File: src/rtl/lm75_poll_ctrl.sv
// rtl/lm75_poll_ctrl.sv - I2C master polling an LM75 temperature sensor (optional AUTO_POLL_EN)
module lm75_poll_ctrl #(
  parameter int         CLK_DIV       = 4,
  parameter logic [6:0] DEV_ADDR      = 7'h48,
  parameter int         POLL_INTERVAL = 100000
) (
  input  logic       Clk,
  input  logic       Rst,
  input  logic       Start,
  input  logic       Sda_in,
  output logic       Sda_oe,
  output logic       Scl_oe,
  output logic [8:0] Temp,
  output logic       Temp_valid,
  output logic       Busy,
  output logic       Nack_err
);

  localparam int DW = (CLK_DIV > 2) ? $clog2(CLK_DIV) : 1;
  localparam logic [DW-1:0] DIV_LAST = DW'(CLK_DIV - 1);

  // Reject configurations the quarter-slot timing cannot honour.
  if (CLK_DIV < 2 || POLL_INTERVAL < 1) begin : g_bad_cfg
    $error("lm75_poll_ctrl: CLK_DIV must be >= 2 and POLL_INTERVAL >= 1");
  end

  typedef enum logic [3:0] {
    S_IDLE, S_START, S_ADDR_W, S_ACK1, S_PTR, S_ACK2, S_RSTART,
    S_ADDR_R, S_ACK3, S_RD_MSB, S_MACK, S_RD_LSB, S_MNACK, S_STOP
  } state_t;

  state_t          state_q, state_d;
  logic [DW-1:0]   div_q, div_d;
  logic [1:0]      qtr_q, qtr_d;
  logic [2:0]      bit_q, bit_d;
  logic [7:0]      sh_q, sh_d;
  logic [7:0]      msb_q, msb_d;
  logic            err_q, err_d;
  logic [8:0]      temp_q, temp_d;
  logic            temp_valid_q, temp_valid_d;
  logic            nack_err_q, nack_err_d;
  logic            busy_q, busy_d;
  logic            sda_oe_q, sda_oe_d;
  logic            scl_oe_q, scl_oe_d;

  logic qtr_end, slot_end, sample, start_req;

  assign qtr_end  = (div_q == DIV_LAST);
  assign slot_end = qtr_end && (qtr_q == 2'd3);
  // Sda_in is taken on the last cycle of q2, while SCL is still high.
  assign sample   = qtr_end && (qtr_q == 2'd2);

`ifdef AUTO_POLL_EN
  localparam int PW = $clog2(POLL_INTERVAL + 1);
  logic [PW-1:0] poll_q, poll_d;
  assign start_req = Start | (poll_q == '0);
`else
  assign start_req = Start;
`endif

  // Next-state, datapath and registered bus-pin values for the whole transaction.
  always_comb begin
    state_d      = state_q;
    div_d        = div_q;
    qtr_d        = qtr_q;
    bit_d        = bit_q;
    sh_d         = sh_q;
    msb_d        = msb_q;
    err_d        = err_q;
    temp_d       = temp_q;
    temp_valid_d = 1'b0;
    nack_err_d   = 1'b0;
`ifdef AUTO_POLL_EN
    poll_d       = poll_q;
`endif

    if (state_q != S_IDLE) begin
      div_d = qtr_end ? '0 : div_q + 1'b1;
      if (qtr_end) qtr_d = qtr_q + 1'b1;
    end

    case (state_q)
      S_IDLE: begin
        if (start_req) begin
          state_d = S_START;
          div_d   = '0;
          qtr_d   = 2'd0;
          bit_d   = 3'd0;
          err_d   = 1'b0;
        end
`ifdef AUTO_POLL_EN
        else begin
          poll_d = poll_q - 1'b1;
        end
`endif
      end
      S_START: begin
        if (slot_end) begin
          state_d = S_ADDR_W;
          sh_d    = {DEV_ADDR, 1'b0};
        end
      end
      S_ADDR_W, S_PTR, S_ADDR_R: begin
        if (slot_end) begin
          sh_d  = {sh_q[6:0], 1'b0};
          bit_d = bit_q + 1'b1;
          if (bit_q == 3'd7) begin
            case (state_q)
              S_ADDR_W: state_d = S_ACK1;
              S_PTR:    state_d = S_ACK2;
              default:  state_d = S_ACK3;
            endcase
          end
        end
      end
      S_ACK1, S_ACK2, S_ACK3: begin
        if (sample && Sda_in) err_d = 1'b1;
        if (slot_end) begin
          if (err_q) begin
            state_d = S_STOP;
          end else begin
            case (state_q)
              S_ACK1: begin
                state_d = S_PTR;
                sh_d    = 8'h00;
              end
              S_ACK2:  state_d = S_RSTART;
              default: state_d = S_RD_MSB;
            endcase
          end
        end
      end
      S_RSTART: begin
        if (slot_end) begin
          state_d = S_ADDR_R;
          sh_d    = {DEV_ADDR, 1'b1};
        end
      end
      S_RD_MSB, S_RD_LSB: begin
        if (sample) sh_d = {sh_q[6:0], Sda_in};
        if (slot_end) begin
          bit_d = bit_q + 1'b1;
          if (bit_q == 3'd7) begin
            if (state_q == S_RD_MSB) begin
              state_d = S_MACK;
              msb_d   = sh_q;
            end else begin
              state_d = S_MNACK;
            end
          end
        end
      end
      S_MACK: begin
        if (slot_end) state_d = S_RD_LSB;
      end
      S_MNACK: begin
        if (slot_end) state_d = S_STOP;
      end
      S_STOP: begin
        if (slot_end) begin
          state_d = S_IDLE;
          // sh_q still holds the LSB byte; only its top bit carries the half degree.
          if (err_q) begin
            nack_err_d = 1'b1;
          end else begin
            temp_d       = {msb_q, sh_q[7]};
            temp_valid_d = 1'b1;
          end
`ifdef AUTO_POLL_EN
          poll_d = PW'(POLL_INTERVAL - 1);
`endif
        end
      end
      default: state_d = S_IDLE;
    endcase

    busy_d   = (state_d != S_IDLE);
    sda_oe_d = 1'b0;
    scl_oe_d = 1'b0;
    case (state_d)
      S_START, S_RSTART: sda_oe_d = qtr_d[1];
      S_STOP: begin
        scl_oe_d = (qtr_d == 2'd0);
        sda_oe_d = ~qtr_d[1];
      end
      S_ADDR_W, S_PTR, S_ADDR_R: begin
        scl_oe_d = (qtr_d == 2'd0) || (qtr_d == 2'd3);
        sda_oe_d = ~sh_d[7];
      end
      S_MACK: begin
        scl_oe_d = (qtr_d == 2'd0) || (qtr_d == 2'd3);
        sda_oe_d = 1'b1;
      end
      S_ACK1, S_ACK2, S_ACK3, S_RD_MSB, S_RD_LSB, S_MNACK:
        scl_oe_d = (qtr_d == 2'd0) || (qtr_d == 2'd3);
      default: ;
    endcase
  end

  // State and output registers; reset releases both bus lines at once.
  always_ff @(posedge Clk) begin
    if (Rst) begin
      state_q      <= S_IDLE;
      div_q        <= '0;
      qtr_q        <= 2'd0;
      bit_q        <= 3'd0;
      sh_q         <= 8'h00;
      msb_q        <= 8'h00;
      err_q        <= 1'b0;
      temp_q       <= 9'h000;
      temp_valid_q <= 1'b0;
      nack_err_q   <= 1'b0;
      busy_q       <= 1'b0;
      sda_oe_q     <= 1'b0;
      scl_oe_q     <= 1'b0;
`ifdef AUTO_POLL_EN
      poll_q       <= '0;
`endif
    end else begin
      state_q      <= state_d;
      div_q        <= div_d;
      qtr_q        <= qtr_d;
      bit_q        <= bit_d;
      sh_q         <= sh_d;
      msb_q        <= msb_d;
      err_q        <= err_d;
      temp_q       <= temp_d;
      temp_valid_q <= temp_valid_d;
      nack_err_q   <= nack_err_d;
      busy_q       <= busy_d;
      sda_oe_q     <= sda_oe_d;
      scl_oe_q     <= scl_oe_d;
`ifdef AUTO_POLL_EN
      poll_q       <= poll_d;
`endif
    end
  end

  assign Sda_oe     = sda_oe_q;
  assign Scl_oe     = scl_oe_q;
  assign Temp       = temp_q;
  assign Temp_valid = temp_valid_q;
  assign Busy       = busy_q;
  assign Nack_err   = nack_err_q;

endmodule

File: config.mk
export PLATFORM = sky130hd
export DESIGN_NAME = lm75_poll_ctrl
export DESIGN_NICKNAME = d
export VERILOG_FILES = /design/src/rtl/lm75_poll_ctrl.sv
export SDC_FILE = /design/constraint.sdc
export NUM_CORES = 1
export LEC_CHECK = 0
export CAP_MARGIN = 20
export CORE_MARGIN = 2
export CORE_UTILIZATION = 46
export CTS_BUF_LIST = sky130_fd_sc_hd__clkbuf_2 sky130_fd_sc_hd__clkbuf_4 sky130_fd_sc_hd__clkbuf_8
export DETAILED_ROUTE_END_ITERATION = 10
export PLACE_DENSITY = 0.73
export REMOVE_ABC_BUFFERS = 1
export SYNTH_ARGS = -nofsm -noshare
export SYNTH_HDL_FRONTEND = slang
export SYNTH_SLANG_ARGS = --single-unit
File: constraint.sdc
create_clock -name Clk -period 2.6 [get_ports Clk]
set_input_delay 0.39 -clock Clk [delete_from_list [all_inputs] [get_ports Clk]]
set_output_delay 0.39 -clock Clk [all_outputs]
set_load 0.02 [all_outputs]
==> results of run 1 <==
-- tightest hold or removal path, delay by kind of cell, from the launching register on --
family,cells,cell delay [ns]
compound gates,1,0.06
flops,1,0.32
simple gates,1,0.07
-- final cells by class --
class / count / area (sq um)
Clock buffer: 6 / 76.32
Clock inverter: 2 / 13.76
Fill cell: 466 / 2074
Inverter: 3 / 11.26
Multi-Input combinational cell: 202 / 1349
Sequential cell: 42 / 840.8
Tap cell: 67 / 83.83
Timing Repair Buffer: 35 / 305.3
-- metal layers --
layer	global-route usage	share of wire
met3	0.03930	0.042
met5	0	0
met4	0.08730	0.024
met2	0.3225	0.48
met1	0.2525	0.46
-- registers in the layout, summed over array words and instances (netlist names) --
register and flops:
Nack_err 1, err_q 1, div_q 2, sh_q 8
Sda_oe 1, Temp 9, state_q 4, msb_q 8
bit_q 3, Scl_oe 1, Temp_valid 1, qtr_q 2
Busy 1
-- power by group through the flow --
stage / Combinational [uW] / Sequential, uW / Clock [uW]
6_report: 73.5 / 653 / 419
3_3_place_gp: 71.8 / 668 / 0
4_1_cts: 73.4 / 653 / 438
5_1_grt: 81.7 / 654 / 466
2_1_floorplan: 33.3 / 671 / 0
3_5_place_dp: 73.2 / 668 / 0
-- cell usage after synthesis, types with 3 or more instances --
cell type  number  area [sq um]
nor2_1         44         165.2
dfxtp_1        42         840.8
mux2i_1        20         200.2
nand2_1        16         60.06
buf_2          13         65.06
a21oi_1        10         50.05
nand3_1        10         50.05
ha_1            7         87.58
nor2b_1         7         43.79
a22oi_1         6         45.04
o21ai_0         6         30.03
clkbuf_1        5         18.77
nand4_1         5         31.28
a31oi_1         4         25.02
nand2b_1        4         25.02
nand3b_1        4         30.03
nor3_1          4         20.02
and2_1          3         18.77
inv_1           3         11.26
o21a_1          3         22.52
or4_1           3         22.52
-- cells by family after synthesis --
group,Yosys count,share of synthesized area
adder cells (fa/ha/maj),7,0.03838
flip-flops,42,0.3684
AO/OA/AOI/OAI,55,0.1809
AND/OR/NAND/NOR,116,0.2604
buffers and inverters,22,0.04660
XOR/XNOR,2,0.007677
multiplexers,22,0.09759
-- per-stage QoR --
stage	power [uW]	hold slack, ns	utilization	cell area [sq um]
finish	1146	0.4920	0.5637	2680
global route	1201	0.5200	0.5637	2680
CTS	1164	0.4972	0.5608	2666
detailed placement	741.3	0.4799	0.5418	2576
global placement	740.1	0.4706	0.5418	2576
floorplan	703.9	0.4576	-	2187
-- final timing paths --
path / end / start
setup / recovery: Sda_oe$_SDFF_PP0_ / bit_q[0]$_SDFFE_PP0P_
hold / removal: div_q[1]$_SDFF_PP0_ / div_q[1]$_SDFF_PP0_
setup reg to reg: Sda_oe$_SDFF_PP0_ / bit_q[0]$_SDFFE_PP0P_
hold reg to reg: div_q[1]$_SDFF_PP0_ / div_q[1]$_SDFF_PP0_
==> metrics.yaml, run 1 <==
drt:
  avgRoutedWirePerCell_microns: 13.66
  via_per_inst: 5.681
  drtIter0Drc: 113
  routed_wl_mm: 4.878
  drt-pass1-iter-count: 5
  antenna_left: 0
  dr_total_vias: 2028
  drc: 0
clocking:
  cts-root-buf: "clkbuf_8"
  cts_sinks: 42
  htreeDepth: 2
  post-cts-setup-buffer-count: 0
  numCtsBuffers: 5
  cts_buffer_depth: 2
  cts_resized: 0
  clk_latency_ns: 0.29
  clk_pin_slew_ns: 0.08
  tritoncts: "done"
  cts_hold_buffers: 0
placed_design:
  dpl.hpwl_mm: 3.536
  placed_cells: 349
  dp_slack_ns: 0.06197
  gp_congestion: 0.8923
  portBuffers: 17
setup_path:
  worstSetupPathDepth: 9
  worst-r2r-setup-slack_ns: 0.15
  start_kind: "register"
  crit_path_max_fanout: 5
  critical-path-max-stage-delay_ns: 0.47
  path_class: "reg -> reg"
  worstPathArrival_ns: 2.68
  r2r_cells: 9
  cp_num_buf_inv: 0
  cp_slowest_cell: "or4_1"
  cp_cell_sequence: "ha_1, ha_2, nand3_1, or3_1, a31oi_2, nor3_2, or4_1, o21a_1, o22ai_2"
  endpoint_kind: "register"
  critical_path.top_delay_family: "simple AND/OR/NAND/NOR gates"
  critPathRequiredTime_ns: 2.83
power_and_ir_drop:
  vdd_drop_max_mv: 0.2595
  p_clk_frac: 0.366
  power_leakage_uw: 0.0009504
  pwr-share-comb: 0.064
  cellPowerDensity_nw_per_um2: 427.5
  power.internal_uw: 879.1
  switching_share: 0.2327
  net-switching-power_uw: 266.6
  pwr-share-seq: 0.570
finish:
  area_growth_pct: 17.43
  mostFrequentLayoutCells: "nor2_1, dfxtp_1, mux2i_1"
  n_antenna_cell: 0
  final_common_cell: "nor2_1"
  nNetsFinal: 300
  stdcell_count: 357
  drive_gt1_frac: 0.1345
timing:
  slew_headroom: 0.5862
  max_freq_ghz: 0.4082
  timing.setup.tns_ns: 0
  min_period_ns: 2.450
  finalHoldViolations: 0
  setup_slack_ns: 0.1503
  finalCritPeriodShare: 0.9422
  worstMarginPinSlew_ns: 0.6198
  rsz0062_at_grt: "true"
  setup_violations: 0
  slew_viol_final: 0
  clock_skew_ns: 0.002592
yosys:
  ys_warn_count: 0
  ys_seq_elements: 42
  syn_area_sq_um: 2282
  ys.flop_type: "dfxtp_1"
  avgSynthCellArea_sq_um: 8.580
  ys_types: 57
  async_reset_ff_frac: 0
  seq_area_frac_synth: 0.3684
  synth_edf_count: 0
  syn_inst: 266
flow_run:
  cap_violations: 0
global_routing:
  grt.overflow.total: 0
  grt_pass1_vias: 1906
  grt_use_total: 0.1974
  grt_pass1_wl_mm: 8.507
  grt_max_degree: 39
  antenna_found_initial: 0
outcome:
  status: "finished clean"
die:
  io_pins: 18
  std_cell_rows: 25
  fp.coreArea_sq_um: 4755
  dieHeight_microns: 74.44
  die_w_microns: 74.44
  die-area_sq_um: 5541
  start_util: 0.4800
min_path:
  hp-class: "reg -> reg"
  min_path_cells: 2
No activity file was read; power rests on OpenSTA's default activity.
==> inputs of run 2 (changes only) <==
--- a/config.mk
+++ b/config.mk
@@ -8,7 +8,7 @@
 export CAP_MARGIN = 20
 export CORE_MARGIN = 2
 export CORE_UTILIZATION = 46
-export CTS_BUF_LIST = sky130_fd_sc_hd__clkbuf_2 sky130_fd_sc_hd__clkbuf_4 sky130_fd_sc_hd__clkbuf_8
+export CTS_BUF_LIST = sky130_fd_sc_hd__clkbuf_8 sky130_fd_sc_hd__clkbuf_16
 export DETAILED_ROUTE_END_ITERATION = 10
 export PLACE_DENSITY = 0.73
 export REMOVE_ABC_BUFFERS = 1
==> run 2 against run 1 <==
- power down 1.1%
- sequential share of layout area hardly changed
- worst setup slack improved by 0.0045 ns
- fmax up 0.19%
- combinational power is essentially flat
- sequential cell count is the same
- via count is 1.1% higher
- register-to-register slack barely moved
==> metrics.yaml, run 2 (synthesis gave the netlist of run 1 again) <==
outcome:
  status: "finished clean"
die:
  fp.coreArea_sq_um: 4755
  start_util: 0.4800
  die-area_sq_um: 5541
  std_cell_rows: 25
  io_pins: 18
  die_w_microns: 74.44
  dieHeight_microns: 74.44
finish:
  drive_gt1_frac: 0.1310
  stdcell_count: 357
  area_growth_pct: 17.27
  nNetsFinal: 300
  largest_reg_flops: 9
  n_antenna_cell: 0
  mostFrequentLayoutCells: "nor2_1, dfxtp_1, mux2i_1"
  final_common_cell: "nor2_1"
global_routing:
  grt_use_total: 0.1974
  grt_pass1_vias: 1906
  grt.overflow.total: 0
  grt_pass1_wl_mm: 8.507
  antenna_found_initial: 0
  grt_max_degree: 39
placed_design:
  dpl.hpwl_mm: 3.536
  placed_cells: 349
  portBuffers: 17
  gp_congestion: 0.8923
drt:
  antenna_left: 0
  routed_wl_mm: 4.910
  drc: 0
  route.met3.wl_microns: 225
  wl_met2_mm: 2.334
  avgRoutedWirePerCell_microns: 13.75
  routed.top_layer: "met4"
  wl_met1_mm: 2.229
  dr_total_vias: 2051
  drt-pass1-iter-count: 5
  via_per_inst: 5.745
  drtIter0Drc: 131
setup_path:
  critical-path-max-stage-delay_ns: 0.47
  r2r_cells: 9
  cp_slowest_cell: "or4_1"
  cp_cell_sequence: "ha_1, ha_2, nand3_1, or3_1, a31oi_2, nor3_2, or4_1, o21a_1, o22ai_2"
  critPathRequiredTime_ns: 2.83
  crit_path_max_fanout: 5
  endpoint_kind: "register"
  worstPathArrival_ns: 2.67
  start_kind: "register"
  path_class: "reg -> reg"
clocking:
  clk_pin_slew_ns: 0.08
  cts-root-buf: "clkbuf_8"
  cts_hold_buffers: 0
  htreeDepth: 2
  post-cts-setup-buffer-count: 0
  cts_sinks: 42
  numCtsBuffers: 5
  clk_latency_ns: 0.30
  cts_resized: 0
  tritoncts: "done"
  cts_buffer_depth: 2
min_path:
  min_path_cells: 2
  hp-class: "reg -> reg"
timing:
  finalCritPeriodShare: 0.9405
  worstMarginPinSlew_ns: 0.5985
  setup_violations: 0
  slew_headroom: 0.6004
  slew_viol_final: 0
  min_period_ns: 2.445
  finalHoldViolations: 0
  max_freq_ghz: 0.4090
  clock_skew_ns: 0.003044
  rsz0062_at_grt: "true"
power_and_ir_drop:
  vdd_drop_max_mv: 0.2591
  power_leakage_uw: 0.0009511
  cellPowerDensity_nw_per_um2: 423.2
  total_power_uw: 1133
flow_run:
  cap_violations: 0
[run 2: stage by stage]
step	hold WS [ns]	worst slack, ns	TNS (ns)	util	instance area, sq um
2_1_floorplan	0.4576	0.2165	0	-	2187
3_3_place_gp	0.4706	0.08535	0	0.5418	2576
3_5_place_dp	0.4799	0.06197	0	0.5418	2576
4_1_cts	0.4972	0.07933	0	0.5600	2663
5_1_grt	0.5200	-0.05135	-0.05135	0.5629	2676
6_report	0.4920	0.1548	0	0.5629	2676
[run 2: layout make-up]
cell class	count	area [sq um]
Inverter	3	11.26
Clock buffer	5	68.82
Tap cell	67	83.83
Fill cell	468	2078
Sequential cell	42	840.8
Timing Repair Buffer	35	305.3
Clock inverter	3	17.52
Multi-Input combinational cell	202	1349
[run 2: report_power, final]
part,switching (uW),internal (uW)
clock,221,185
combinational,40.9,32.4
sequential,6.09,647
total,268,865
[run 2: routing by layer]
| layer | vias up | track usage |
|---|---|---|
| li1 | 1017 | - |
| met1 | 960 | 0.2525 |
| met2 | 61 | 0.3225 |
| met3 | 13 | 0.03930 |
| met4 | 0 | 0.08730 |
| met5 | - | 0 |
[run 2: path summary, 6_finish.rpt]
path | from | end | slack (ns)
max | bit_q[0]$_SDFFE_PP0P_ | Sda_oe$_SDFF_PP0_ | 0.15
min | div_q[1]$_SDFF_PP0_ | div_q[1]$_SDFF_PP0_ | 0.49
max reg2reg | bit_q[0]$_SDFFE_PP0P_ | Sda_oe$_SDFF_PP0_ | 0.15
min reg2reg | div_q[1]$_SDFF_PP0_ | div_q[1]$_SDFF_PP0_ | 0.49
[run 2: critical path, delay by kind of cell, from the launching register on]
| family | cells | cell delay (ns) |
|---|---|---|
| AND/OR/NAND/NOR | 4 | 1.12 |
| adder cells (fa/ha/maj) | 2 | 0.42 |
| flip-flops | 1 | 0.34 |
| AO/OA/AOI/OAI | 3 | 0.48 |
